## config.mk

```make
export PLATFORM = sky130hd
export DESIGN_NAME = seg_scan_driver_flat
export DESIGN_NICKNAME = d
export VERILOG_FILES = /design/src/rtl/seg_scan_driver_pkg.sv /design/src/rtl/seg_scan_driver_if.sv /design/src/rtl/seg_scan_driver_lut.sv /design/src/rtl/seg_scan_driver.sv /design/src/flat_wrapper.sv
export SDC_FILE = /design/constraint.sdc
export NUM_CORES = 1
export LEC_CHECK = 0
export BUFFER_PORTS_ARGS = -buffer_cell sky130_fd_sc_hd__clkbuf_2
export CORE_MARGIN = 5
export CORE_UTILIZATION = 58
export DETAILED_ROUTE_END_ITERATION = 6
export GPL_ROUTABILITY_DRIVEN = 0
export PLACE_DENSITY = 0.79
export RECOVER_POWER = 50
export SLEW_MARGIN = 20
export SYNTH_ARGS = -nofsm -noshare
export SYNTH_HDL_FRONTEND = slang
export SYNTH_SLANG_ARGS = --single-unit
```

## constraint.sdc

```tcl
create_clock -name clk -period 2.25 [get_ports clk]
set_clock_uncertainty 0.2 [all_clocks]
set_input_delay 0.225 -clock clk [delete_from_list [all_inputs] [get_ports clk]]
set_output_delay 0.225 -clock clk [all_outputs]
set_load 0.1 [all_outputs]
```

## src/rtl/seg_scan_driver_pkg.sv

```systemverilog
// Shared constants, width helper and the hex-to-7-segment table for the scan driver.
// Segment order is {g,f,e,d,c,b,a}; all patterns are active-low.
package seg_pkg;

    localparam logic [6:0] SEG_BLANK = 7'h7F;

    // Counter width for a range of n values, never narrower than one bit
    function automatic int cnt_width(input int n);
        return (n > 1) ? $clog2(n) : 1;
    endfunction

    function automatic logic [6:0] hex_to_seg(input logic [3:0] nibble);
        logic [6:0] s;
        case (nibble)
            4'h0: s = 7'h40;
            4'h1: s = 7'h79;
            4'h2: s = 7'h24;
            4'h3: s = 7'h30;
            4'h4: s = 7'h19;
            4'h5: s = 7'h12;
            4'h6: s = 7'h02;
            4'h7: s = 7'h78;
            4'h8: s = 7'h00;
            4'h9: s = 7'h10;
            4'hA: s = 7'h08;
            4'hB: s = 7'h03;
            4'hC: s = 7'h46;
            4'hD: s = 7'h21;
            4'hE: s = 7'h06;
            default: s = 7'h0E;
        endcase
        return s;
    endfunction

endpackage

```

## src/rtl/seg_scan_driver_if.sv

```systemverilog
// Host-side value/control bus and board-side segment/anode pins of the scan driver.
// master = producer of digits and controls, slave = the driver itself.
interface seg_scan_driver_if #(
    parameter int NUM_DIGITS = 4
);
    logic [4*NUM_DIGITS-1:0] value;
    logic [NUM_DIGITS-1:0]   dp_in;
    logic                    load;
    logic [NUM_DIGITS-1:0]   digit_en;
    logic                    lz_blank;
    logic [NUM_DIGITS-1:0]   blink_mask;
    logic [6:0]              seg;
    logic                    dp;
    logic [NUM_DIGITS-1:0]   an;
    logic                    frame_done;

    modport master (
        output value, dp_in, load, digit_en, lz_blank, blink_mask,
        input  seg, dp, an, frame_done
    );

    modport slave (
        input  value, dp_in, load, digit_en, lz_blank, blink_mask,
        output seg, dp, an, frame_done
    );
endinterface

```

## src/rtl/seg_scan_driver_lut.sv

```systemverilog
// Combinational hex nibble to active-low 7-segment pattern.
// Zero latency; no handshake.
module hex_to_seg_lut
    import seg_pkg::*;
(
    input  logic [3:0] nibble,
    output logic [6:0] seg
);
    assign seg = hex_to_seg(nibble);
endmodule

```

## src/rtl/seg_scan_driver.sv

```systemverilog
// Time-multiplexed common-anode 7-segment driver with frame-synchronous double buffering.
// Outputs registered one clk after the scan index / shadow buffer they reflect; no backpressure.
module seg_scan_driver
    import seg_pkg::*;
#(
    parameter int NUM_DIGITS   = 4,
    parameter int REFRESH_DIV  = 50000,
    parameter int BLINK_FRAMES = 64
) (
    input  logic             clk,
    input  logic             rst_n,
    seg_scan_driver_if.slave bus
);
    localparam int CNT_W = cnt_width(REFRESH_DIV);
    localparam int IDX_W = cnt_width(NUM_DIGITS);
    localparam int FRM_W = cnt_width(BLINK_FRAMES);
    localparam logic [NUM_DIGITS-1:0] AN_ONE = 1;

    logic [CNT_W-1:0]        presc;
    logic [IDX_W-1:0]        idx;
    logic [FRM_W-1:0]        frame_cnt;
    logic                    blink_phase;
    logic [4*NUM_DIGITS-1:0] pend_val, shadow_val;
    logic [NUM_DIGITS-1:0]   pend_dp, shadow_dp;
    logic                    pending_valid;
    logic                    wrap_q;

    logic [6:0]              seg_q;
    logic                    dp_q;
    logic [NUM_DIGITS-1:0]   an_q;
    logic                    frame_done_q;

    logic                    tc, boundary;
    logic [NUM_DIGITS-1:0]   upper_zero, blank_vec;
    logic [3:0]              cur_nib;
    logic [6:0]              cur_seg;
    logic                    cur_blank;

    assign tc       = (presc == CNT_W'(REFRESH_DIV - 1));
    assign boundary = tc && (idx == IDX_W'(NUM_DIGITS - 1));

    // upper_zero[i]: nibbles i..NUM_DIGITS-1 of the shadow value are all zero
    always_comb begin
        upper_zero = '0;
        blank_vec  = '0;
        upper_zero[NUM_DIGITS-1] = (shadow_val[4*NUM_DIGITS-1 -: 4] == 4'h0);
        for (int i = NUM_DIGITS - 2; i >= 0; i--)
            upper_zero[i] = upper_zero[i+1] && (shadow_val[4*i +: 4] == 4'h0);
        for (int i = 0; i < NUM_DIGITS; i++)
            blank_vec[i] = !bus.digit_en[i]
                         || (bus.lz_blank && (i > 0) && upper_zero[i])
                         || (bus.blink_mask[i] && blink_phase);
    end

    assign cur_nib   = shadow_val[{idx, 2'b00} +: 4];
    assign cur_blank = blank_vec[idx];

    hex_to_seg_lut u_lut (
        .nibble (cur_nib),
        .seg    (cur_seg)
    );

    always_ff @(posedge clk) begin
        if (!rst_n) begin
            presc         <= '0;
            idx           <= '0;
            frame_cnt     <= '0;
            blink_phase   <= 1'b0;
            pend_val      <= '0;
            pend_dp       <= '0;
            shadow_val    <= '0;
            shadow_dp     <= '0;
            pending_valid <= 1'b0;
            wrap_q        <= 1'b0;
            seg_q         <= SEG_BLANK;
            dp_q          <= 1'b1;
            an_q          <= '1;
            frame_done_q  <= 1'b0;
        end else begin
            presc  <= tc ? '0 : presc + 1'b1;
            wrap_q <= boundary;
            if (tc)
                idx <= (idx == IDX_W'(NUM_DIGITS - 1)) ? '0 : idx + 1'b1;

            if (boundary) begin
                if (frame_cnt == FRM_W'(BLINK_FRAMES - 1)) begin
                    frame_cnt   <= '0;
                    blink_phase <= !blink_phase;
                end else begin
                    frame_cnt <= frame_cnt + 1'b1;
                end
            end

            // A load coinciding with the boundary bypasses pending and wins over it
            if (boundary && bus.load) begin
                shadow_val    <= bus.value;
                shadow_dp     <= bus.dp_in;
                pending_valid <= 1'b0;
            end else if (boundary && pending_valid) begin
                shadow_val    <= pend_val;
                shadow_dp     <= pend_dp;
                pending_valid <= 1'b0;
            end else if (bus.load) begin
                pend_val      <= bus.value;
                pend_dp       <= bus.dp_in;
                pending_valid <= 1'b1;
            end

            frame_done_q <= wrap_q;
            if (cur_blank) begin
                an_q  <= '1;
                seg_q <= SEG_BLANK;
                dp_q  <= 1'b1;
            end else begin
                an_q  <= ~(AN_ONE << idx);
                seg_q <= cur_seg;
                dp_q  <= !shadow_dp[idx];
            end
        end
    end

    assign bus.seg        = seg_q;
    assign bus.dp         = dp_q;
    assign bus.an         = an_q;
    assign bus.frame_done = frame_done_q;

endmodule

```

## src/flat_wrapper.sv

```systemverilog
// flat-port wrapper written by rule: the top's interface ports become plain ports
module seg_scan_driver_flat import seg_pkg::*;
#(
    parameter int NUM_DIGITS   = 4,
    parameter int REFRESH_DIV  = 50000,
    parameter int BLINK_FRAMES = 64
)
  (clk, rst_n, bus_value, bus_dp_in, bus_load, bus_digit_en, bus_lz_blank, bus_blink_mask, bus_seg, bus_dp, bus_an, bus_frame_done);
  seg_scan_driver_if #(.NUM_DIGITS(NUM_DIGITS)) bus_i ();
  input  logic clk;
  input  logic rst_n;
  input wire logic [$bits(bus_i.value)-1:0] bus_value;
  input wire logic [$bits(bus_i.dp_in)-1:0] bus_dp_in;
  input wire logic [$bits(bus_i.load)-1:0] bus_load;
  input wire logic [$bits(bus_i.digit_en)-1:0] bus_digit_en;
  input wire logic [$bits(bus_i.lz_blank)-1:0] bus_lz_blank;
  input wire logic [$bits(bus_i.blink_mask)-1:0] bus_blink_mask;
  output wire logic [$bits(bus_i.seg)-1:0] bus_seg;
  output wire logic [$bits(bus_i.dp)-1:0] bus_dp;
  output wire logic [$bits(bus_i.an)-1:0] bus_an;
  output wire logic [$bits(bus_i.frame_done)-1:0] bus_frame_done;
  assign bus_i.value = bus_value;
  assign bus_i.dp_in = bus_dp_in;
  assign bus_i.load = bus_load;
  assign bus_i.digit_en = bus_digit_en;
  assign bus_i.lz_blank = bus_lz_blank;
  assign bus_i.blink_mask = bus_blink_mask;
  assign bus_seg = bus_i.seg;
  assign bus_dp = bus_i.dp;
  assign bus_an = bus_i.an;
  assign bus_frame_done = bus_i.frame_done;
  seg_scan_driver #(.NUM_DIGITS(NUM_DIGITS), .REFRESH_DIV(REFRESH_DIV), .BLINK_FRAMES(BLINK_FRAMES)) u_core (.clk(clk), .rst_n(rst_n), .bus(bus_i));
endmodule
```

==> qor.csv, run 1 <==
metric,value,unit
H-tree depth,3,
R2R Path Start,u_core.idx[0]$_SDFFE_PN0N_,
die footprint,8260,µm²
CP Data Arrival Time,2.21,ns
root cell of the clock tree,clkbuf_8,
PostCTS Resize Cnt,0,
R2R depth,7,
Die Span X,90.9,µm
Gate power share,8.7,%
status,"finished, final reports clean",
Pleak,1.78,nW
Die H,90.9,µm
layout cell share with drive strength beyond 1,15.7,%
I/O Buffers,44,
pwr/cell area,657,nW/µm²
RSZ-0062 raised after global routing,false,
crit-path max FO,6,
Sw Share,23.3,%
Psw,0.692,mW
CTS hold repair buffers,20,
final core utilization,71.0,%
DR WL/cell,15.2,µm
Post-synth EDFFs,0,
drt pass-1 iters,4,
Placed Instance Area,4090,µm²
f_max,474,MHz
"Avg Cell Area, Syn",9.05,µm²
TNS Setup,0,ns
design area,4510,µm²
Post-Synthesis Cells,419,
Initial Utilization,59.7,%
CP peak stage delay,0.62,ns
Post-Layout Cell Count,562,
clk slew on worst S/H paths,0.08,ns
endpoints failing setup,0,
clock buffer depth,2,
Critical Path Sink Type,flop,
TritonCTS clock tree,yes,
vias per cell,5.63,
top_reg_cell synth,dfxtp_1,
worst path cell trace,mux4_2 -> inv_1 -> ha_1 -> nor2_1 -> a21oi_1 -> o21ai_0 -> nand2_1,
Core Box Area,6350,µm²
ANT cells,0,
top-area cell type share of the netlist area,42.2,%
post-route clock period utilization,93.8,%
Antenna Nets Post-Route,0,
routed via count,3165,
# clock sinks,80,
num rows,29,
Tmin final,2.11,ns
Synthesized Nets,463,
max-slew violation count,0,
synthesized cell area,3790,µm²
"Seq/Total Area, Yosys",42.2,%
yosys warns,0,
placed instance count,526,
Fin. Hold Viols,0,
Setup CP Type,flop to flop,
most common cell in the netlist,dfxtp_1,
# IOs,45,
largest area contributor in the netlist,dfxtp_1,
# nets final,524,
Worst Tran Pin Value,1.18,ns
R2R Setup Slk,0.14,ns
CTS Buf Count,9,
FF-to-FF End,u_core.bus.seg[3]$_SDFF_PP1_,
worst hold start,rst_n,
max_slew headroom,21.4,%
top post-synthesis cells by area,"dfxtp_1, nor2b_1, nand2_1, mux2i_1, a22oi_1",
DRC,0,
WP data required,2.35,ns
cell-internal power,2.27,mW
first-pass GRT wire length,14.6,mm
synth unique cells,49,
Detailed Route WL,8.53,mm
Clk pwr share,41.9,%
CP max-delay cell,mux4_2,
initial antenna violation count,0,
setup bufs post-CTS,0,
HP Class,input pin to flop,
area grow syn2layout,18.9,%
Post-DP HPWL,5.52,mm
clk_lat worst skew,0.35,ns
initial DRC count,160,
CP Launch Type,flop,
"Async S/R FF share, synth",0,%
Hold Path Sink,u_core.bus.seg[2]$_SDFF_PP1_,
Commonest cells post-synth,"dfxtp_1, nand2_1, nor2b_1, a22oi_1, o21ai_0",
Tot GR Track Use,21.6,%
Sequential Power Share,49.4,%
largest net degree at the start of global routing,38,
hold path cells,4,
VDD IR max,0.578,mV
vias in the first global route,3093,
register bit count reported by yosys,80,
total global routing overflow,0,
Max Cap Viol,0,
-- area by class of cell --
type | count | area [µm²]
multi-input cells | 305 | 2020
fillers | 472 | 1840
flip-flops and latches | 80 | 1600
repair buffers | 78 | 527
clock buffers | 12 | 165
well taps | 77 | 96.3
clock inverters | 4 | 73.8
inverters | 6 | 22.5
-- layer usage --
metal / vias up / wire, µm / global-route usage, %
li1: 1554 / - / -
met1: 1502 / 3800 / 28.4
met2: 95 / 4050 / 34.1
met3: 14 / 518 / 4.00
met4: 0 / 159 / 10.1
met5: - / 0 / 0
-- worst max-delay path by stage --
stage                                         end  slack, ns  cells after the start                        from
3_3_place_gp         u_core.bus.seg[3]$_SDFF_PP1_       0.27                      7  u_core.idx[0]$_SDFFE_PN0N_
6_report             u_core.bus.seg[3]$_SDFF_PP1_       0.14                      7  u_core.idx[0]$_SDFFE_PN0N_
2_1_floorplan        u_core.bus.seg[3]$_SDFF_PP1_       0.32                      7  u_core.idx[0]$_SDFFE_PN0N_
4_1_cts         u_core.shadow_val[7]$_SDFFE_PN0P_       0.14                      7  u_core.presc[0]$_SDFF_PP0_
5_1_grt        u_core.shadow_val[12]$_SDFFE_PN0P_       0.02                      7  u_core.presc[0]$_SDFF_PP0_
3_5_place_dp         u_core.bus.seg[3]$_SDFF_PP1_       0.18                      7  u_core.idx[0]$_SDFFE_PN0N_
-- through the flow --
step	power (mW)	hold slack (ns)	setup slack, ns
2_1_floorplan	1.66	0.191	0.316
3_3_place_gp	1.72	0.223	0.268
3_5_place_dp	1.73	0.234	0.178
4_1_cts	2.98	0.0690	0.136
5_1_grt	3.06	0.117	0.0185
6_report	2.96	0.0668	0.139
-- power by group through the flow --
| stage | Combinational, mW | Clock (mW) | Sequential (mW) |
|---|---|---|---|
| finish | 0.259 | 1.24 | 1.46 |
| global route | 0.283 | 1.31 | 1.47 |
| CTS | 0.260 | 1.25 | 1.46 |
| detailed placement | 0.231 | 0 | 1.50 |
| global placement | 0.227 | 0 | 1.50 |
| floorplan | 0.114 | 0 | 1.54 |
-- cells in the final DEF, fill, tap and decap left out, types with 12 or more instances in the layout --
cell	instances
nand3_1	15
nor2_1	19
a22oi_1	21
nor2b_1	43
clkbuf_8	12
o21ai_0	21
clkbuf_1	15
nand2_1	68
ha_1	12
dfxtp_1	80
dlygate4sd3_1	20
mux2i_1	20
clkbuf_2	31
-- critical path: cells and delay by family, from the launching register on --
| kind | cells | cell delay [ns] |
|---|---|---|
| compound gates | 2 | 0.21 |
| mux | 1 | 0.62 |
| simple gates | 2 | 0.14 |
| fa+ha+maj | 1 | 0.26 |
| buf+inv | 1 | 0.14 |
| flops | 1 | 0.49 |
-- flip-flops by register name, indices dropped and copies added (netlist names) --
signal                 cells
u_core.shadow_val         16
u_core.presc              16
u_core.pend_dp             4
u_core.frame_cnt           6
u_core.pend_val           16
u_core.wrap_q              1
u_core.bus.seg             7
u_core.bus.dp              1
u_core.shadow_dp           4
u_core.bus.an              4
u_core.blink_phase         1
u_core.idx                 2
u_core.pending_valid       1
u_core.bus.frame_done      1
-- kinds of logic (layout without fill, tap and decap cells) --
| group | Yosys count | after routing | synth area share, % |
|---|---|---|---|
| DFF | 80 | 80 | 42.2 |
| buffers and inverters | 34 | 100 | 4.45 |
| and+or+nand+nor | 182 | 182 | 25.2 |
| AOI/OAI and AO/OA | 68 | 68 | 11.5 |
| adders and majority gates | 12 | 12 | 3.96 |
| muxes | 27 | 27 | 8.94 |
| xor gates and xnor gates | 16 | 16 | 3.69 |
Power figures use the tool's default switching activity.
==> inputs of run 2 (changes only) <==
Settings changed: CORE_UTILIZATION 58 to 30, PLACE_DENSITY 0.79 to 0.47.
==> run 2 against run 1 <==
Net effect: maximum frequency rose by 4.8%; largest power group is now the clock network; wire length decreased by 2.1%; clock-buffer cell count increased by 1; highest routed layer unchanged; total power rose by 11%; core utilization shrank 33 points; largest cell class unchanged.
==> qor.csv, run 2 (synthesis gave the netlist of run 1 again) <==
metric,value,unit
GR Layer Usage met3,3.69,%
DRC,0,
area grow syn2layout,23.8,%
Post-DP HPWL,5.86,mm
status,"finished, final reports clean",
met1 GRT Util,17.5,%
top flop regs,"u_core.pend_val x16, u_core.presc x16, u_core.shadow_val x16",
CTS Buf Count,9,
Max Cap Viol,0,
num rows,41,
I/O Buffers,44,
worst hold start,rst_n,
clock buffer depth,2,
layout cell share with drive strength beyond 1,14.8,%
die footprint,15000,µm²
largest net degree at the start of global routing,45,
RSZ-0062 raised after global routing,false,
R2R depth,7,
VDD IR max,0.267,mV
R2R Path Start,u_core.presc[0]$_SDFF_PP0_,
clk_lat worst skew,0.34,ns
Initial Utilization,30.3,%
Most Crowded Layer GR,met1,
initial DRC count,177,
FF-to-FF End,u_core.pend_val[10]$_SDFFE_PN0P_,
endpoints failing setup,0,
crit-path max FO,20,
TritonCTS clock tree,yes,
Die H,122,µm
ANT cells,0,
Pleak,1.80,nW
worst setup path start,u_core.presc[0]$_SDFF_PP0_,
# clock sinks,80,
design area,4700,µm²
drt pass-1 iters,4,
"most common cell after layout, fill and taps aside",dfxtp_1,
root cell of the clock tree,clkbuf_16,
CP peak stage delay,0.34,ns
# nets final,524,
Fin. Hold Viols,0,
Psw,0.718,mW
Sequential Power Share,44.7,%
WP data required,2.28,ns
worst path cell trace,ha_1 -> and3_1 -> nand4_1 -> o21ai_0 -> buf_12 -> mux2i_1 -> nor2b_1,
cell-internal power,2.56,mW
Detailed Route WL,8.35,mm
Critical Path Sink Type,flop,
CP Data Arrival Time,2.05,ns
R2R Setup Slk,0.24,ns
Gate power share,7.9,%
HP Class,input pin to flop,
TNS Setup,0,ns
initial antenna violation count,0,
routed via count,2982,
max-slew violation count,0,
DR WL/cell,12.7,µm
Sw Share,21.9,%
vias in the first global route,2926,
# IOs,45,
vias per cell,4.54,
CP max-delay cell,dfxtp_1,
max_slew headroom,20.6,%
"commonest non-fill, non-tap cells in the layout","dfxtp_1, nand2_1, nor2b_1, clkbuf_2, o21ai_0",
total global routing overflow,0,
H-tree depth,3,
CP Launch Type,flop,
Die Span X,122,µm
Tot GR Track Use,12.3,%
first-pass GRT wire length,14.5,mm
Hold Path Sink,u_core.frame_cnt[5]$_SDFFE_PN0N_,
clk slew on worst S/H paths,0.06,ns
Clk pwr share,47.4,%
pwr/cell area,698,nW/µm²
met2 usage,17.3,%
Antenna Nets Post-Route,0,
Placed Instance Area,4210,µm²
Tmin final,2.01,ns
Worst Tran Pin Value,1.20,ns
Setup CP Type,flop to flop,
f_max,496,MHz
post-route clock period utilization,89.5,%
Core Box Area,12500,µm²
hold path cells,3,
[run 2: cell count changes in the layout (fill, tap and decap cells not counted), sizes merged]
cell	change
clkbuf	+1
inv	-1
[run 2: layout make-up]
class                           instances  area (µm²)
Clock buffer                           13         250
Timing Repair Buffer                   78         527
Multi-Input combinational cell        305        2010
Tap cell                              172         215
Clock inverter                          3        65.1
Sequential cell                        80        1600
Fill cell                            1314        7820
Inverter                                6        22.5
[run 2: worst max-delay path: cells and delay by family, from the launching register on]
family                     cells  cell delay, ns
muxes                          1            0.21
adders and majority gates      1            0.18
DFF                            1            0.34
AOI/OAI and AO/OA              1            0.32
and+or+nand+nor                3            0.40
buffers and inverters          1            0.25
[run 2: timing repair]
| action | 4_1_cts | 5_1_grt |
|---|---|---|
| setup buffers | 0 | 0 |
| endpoints found under the setup margin | 0 | 1 |
| hold buffers | 20 | 0 |
| endpoints found under the hold margin | 20 | 0 |
| resized for setup | 0 | 1 |
[run 2: power groups by stage]
stage                     registers, mW  clock network (mW)  logic (mW)
after global placement             1.50                   0       0.235
after floorplan                    1.54                   0       0.114
after detailed placement           1.50                   0       0.236
after CTS                          1.47                1.61       0.264
after global routing               1.47                1.67       0.287
final                              1.47                1.55       0.259
[run 2: metal layers]
| metal | share of wire, % | up-vias |
|---|---|---|
| met3 | 5.0 | 6 |
| met1 | 53 | 1364 |
| met2 | 41 | 48 |
| li1 | - | 1564 |
| met4 | 1.1 | 0 |
| met5 | 0 | - |
[run 2: per-stage QoR]
stage | utilization, % | std cells | worst slack, ns | total power [mW] | hold slack [ns]
6_report | 37.5 | 657 | 0.235 | 3.28 | 0.103
5_1_grt | 37.5 | 657 | 0.0253 | 3.43 | 0.117
2_1_floorplan | - | 419 | 0.316 | 1.66 | 0.191
3_3_place_gp | 33.7 | 621 | 0.169 | 1.73 | 0.219
3_5_place_dp | 33.7 | 621 | 0.122 | 1.73 | 0.221
4_1_cts | 37.8 | 657 | 0.107 | 3.34 | 0.0933
[run 2: how the worst max path moves through the flow]
stage,cells past startpoint,to
finish,7,u_core.pend_val[10]$_SDFFE_PN0P_
global route,7,u_core.shadow_val[0]$_SDFFE_PN0P_
CTS,7,u_core.bus.seg[3]$_SDFF_PP1_
detailed placement,7,u_core.bus.seg[3]$_SDFF_PP1_
global placement,6,u_core.bus.seg[3]$_SDFF_PP1_
floorplan,7,u_core.bus.seg[3]$_SDFF_PP1_
==> inputs of run 3 (changes only) <==
Settings changed: PLACE_DENSITY 0.47 to 0.46.
Clock period 2.25 ns to 2.3 ns, I/O delays scaled along.
==> run 3 against run 2 <==
Net effect: clock-buffer cell count fell by 2; largest cell class unchanged; global-route usage fell by 0.17 points; critical path depth did not move; flip-flop and latch count did not move.
==> qor.csv, run 3 (synthesis gave the netlist of run 1 again) <==
metric,value,unit
status,"finished, final reports clean",
"commonest non-fill, non-tap cells in the layout","dfxtp_1, nand2_1, nor2b_1, clkbuf_2",
WP data required,2.38,ns
max_slew headroom,20.7,%
DP Worst Slack,0.188,ns
cell-internal power,2.50,mW
Tmin final,2.10,ns
Gate power share,7.7,%
H-tree depth,3,
layout cell share with drive strength beyond 1,14.3,%
VDD IR max,0.344,mV
initial DRC count,205,
CTS Buf Count,9,
Pleak,1.77,nW
CP max-delay cell,mux4_2,
f_max,475,MHz
Crit path max-delay family,multiplexers,
Die H,122,µm
RSZ-0062 raised after global routing,false,
area grow syn2layout,23.2,%
total global routing overflow,0,
Critical Path Sink Type,flop,
"most common cell after layout, fill and taps aside",dfxtp_1,
Fin. Hold Viols,0,
DR WL/cell,12.8,µm
Clk pwr share,47.8,%
pwr/cell area,689,nW/µm²
top flop regs,"u_core.pend_val x16, u_core.presc x16, u_core.shadow_val x16",
clk slew on worst S/H paths,0.06,ns
max-slew violation count,0,
setup bufs post-CTS,0,
# nets final,521,
CP Launch Type,flop,
I/O Buffers,44,
# IOs,45,
Worst Tran Pin Value,1.20,ns
Sequential Power Share,44.5,%
worst path cell trace,mux4_2 -> inv_1 -> ha_1 -> nor2_1 -> a21oi_1 -> o21ai_0 -> nand2_1,
Die Span X,122,µm
HP Class,input pin to flop,
largest net degree at the start of global routing,55,
Sw Share,22.4,%
routed via count,2953,
TNS Setup,0,ns
Setup CP Type,flop to flop,
post-route clock period utilization,91.5,%
drt pass-1 iters,4,
Max Cap Viol,0,
# clock sinks,80,
clock buffer depth,2,
Initial Utilization,30.3,%
CP peak stage delay,0.63,ns
vias in the first global route,2833,
initial antenna violation count,0,
Detailed Route WL,8.37,mm
TritonCTS clock tree,yes,
die footprint,15000,µm²
num rows,41,
first-pass GRT wire length,14.2,mm
final worst slack,0.196,ns
endpoints failing setup,0,
vias per cell,4.52,
Tot GR Track Use,12.1,%
CP Data Arrival Time,2.18,ns
Core Box Area,12500,µm²
ANT cells,0,
crit-path max FO,6,
Post-DP HPWL,5.83,mm
final core utilization,37.3,%
Antenna Nets Post-Route,0,
Psw,0.723,mW
DRC,0,
clk_lat worst skew,0.34,ns
root cell of the clock tree,clkbuf_16,
buffers and inverters on the worst path,1,
-- run 3: power by group through the flow --
stage | clock network [mW] | logic [mW] | registers, mW
global placement | 0 | 0.227 | 1.46
floorplan | 0 | 0.112 | 1.51
CTS | 1.60 | 0.255 | 1.43
detailed placement | 0 | 0.228 | 1.46
finish | 1.54 | 0.249 | 1.43
global route | 1.65 | 0.275 | 1.44
-- run 3: final cells by class --
cell class	count	area, µm²
Clock buffer	11	243
Clock inverter	5	80.1
Fill cell	1330	7840
Inverter	6	22.5
Multi-Input combinational cell	305	2010
Sequential cell	80	1600
Tap cell	172	215
Timing Repair Buffer	75	498
-- run 3: per-stage QoR --
step | power (mW) | cells | hold WS (ns) | instance area, µm²
2_1_floorplan | 1.62 | 419 | 0.196 | 3790
3_3_place_gp | 1.69 | 618 | 0.219 | 4190
3_5_place_dp | 1.69 | 618 | 0.221 | 4190
4_1_cts | 3.29 | 654 | 0.0958 | 4710
5_1_grt | 3.37 | 654 | 0.167 | 4670
6_report | 3.22 | 654 | 0.114 | 4670
-- run 3: worst reg2reg max path: cells and delay by family, from the launching register on --
kind / cells / cell delay (ns)
AOI/OAI and AO/OA: 2 / 0.18
DFF: 1 / 0.52
and+or+nand+nor: 2 / 0.14
buffers and inverters: 1 / 0.14
adders and majority gates: 1 / 0.24
muxes: 1 / 0.63
-- run 3: path summary, 6_finish.rpt --
| check | from | end | slack (ns) | cells after the start |
|---|---|---|---|---|
| worst max-delay path | u_core.idx[0]$_SDFFE_PN0N_ | u_core.bus.seg[3]$_SDFF_PP1_ | 0.20 | 7 |
| worst min-delay path | bus_load | u_core.pending_valid$_SDFFE_PP0P_ | 0.11 | 3 |
| worst max register to register | u_core.idx[0]$_SDFFE_PN0N_ | u_core.bus.seg[3]$_SDFF_PP1_ | 0.20 | 7 |
| worst min register to register | u_core.wrap_q$_SDFF_PN0_ | u_core.bus.frame_done$_SDFF_PN0_ | 0.23 | 1 |
-- run 3: metal layers --
layer	GRT usage, %	vias to the layer above	wire, µm
met4	5.46	0	167
met5	0	-	0
met2	17.3	54	3280
met1	17.2	1332	4520
li1	-	1554	-
met3	2.81	13	399
-- run 3: timing repair --
item,in CTS,in global routing
gates resized for setup,0,0
endpoints found under the hold margin,20,0
hold buffers,20,0
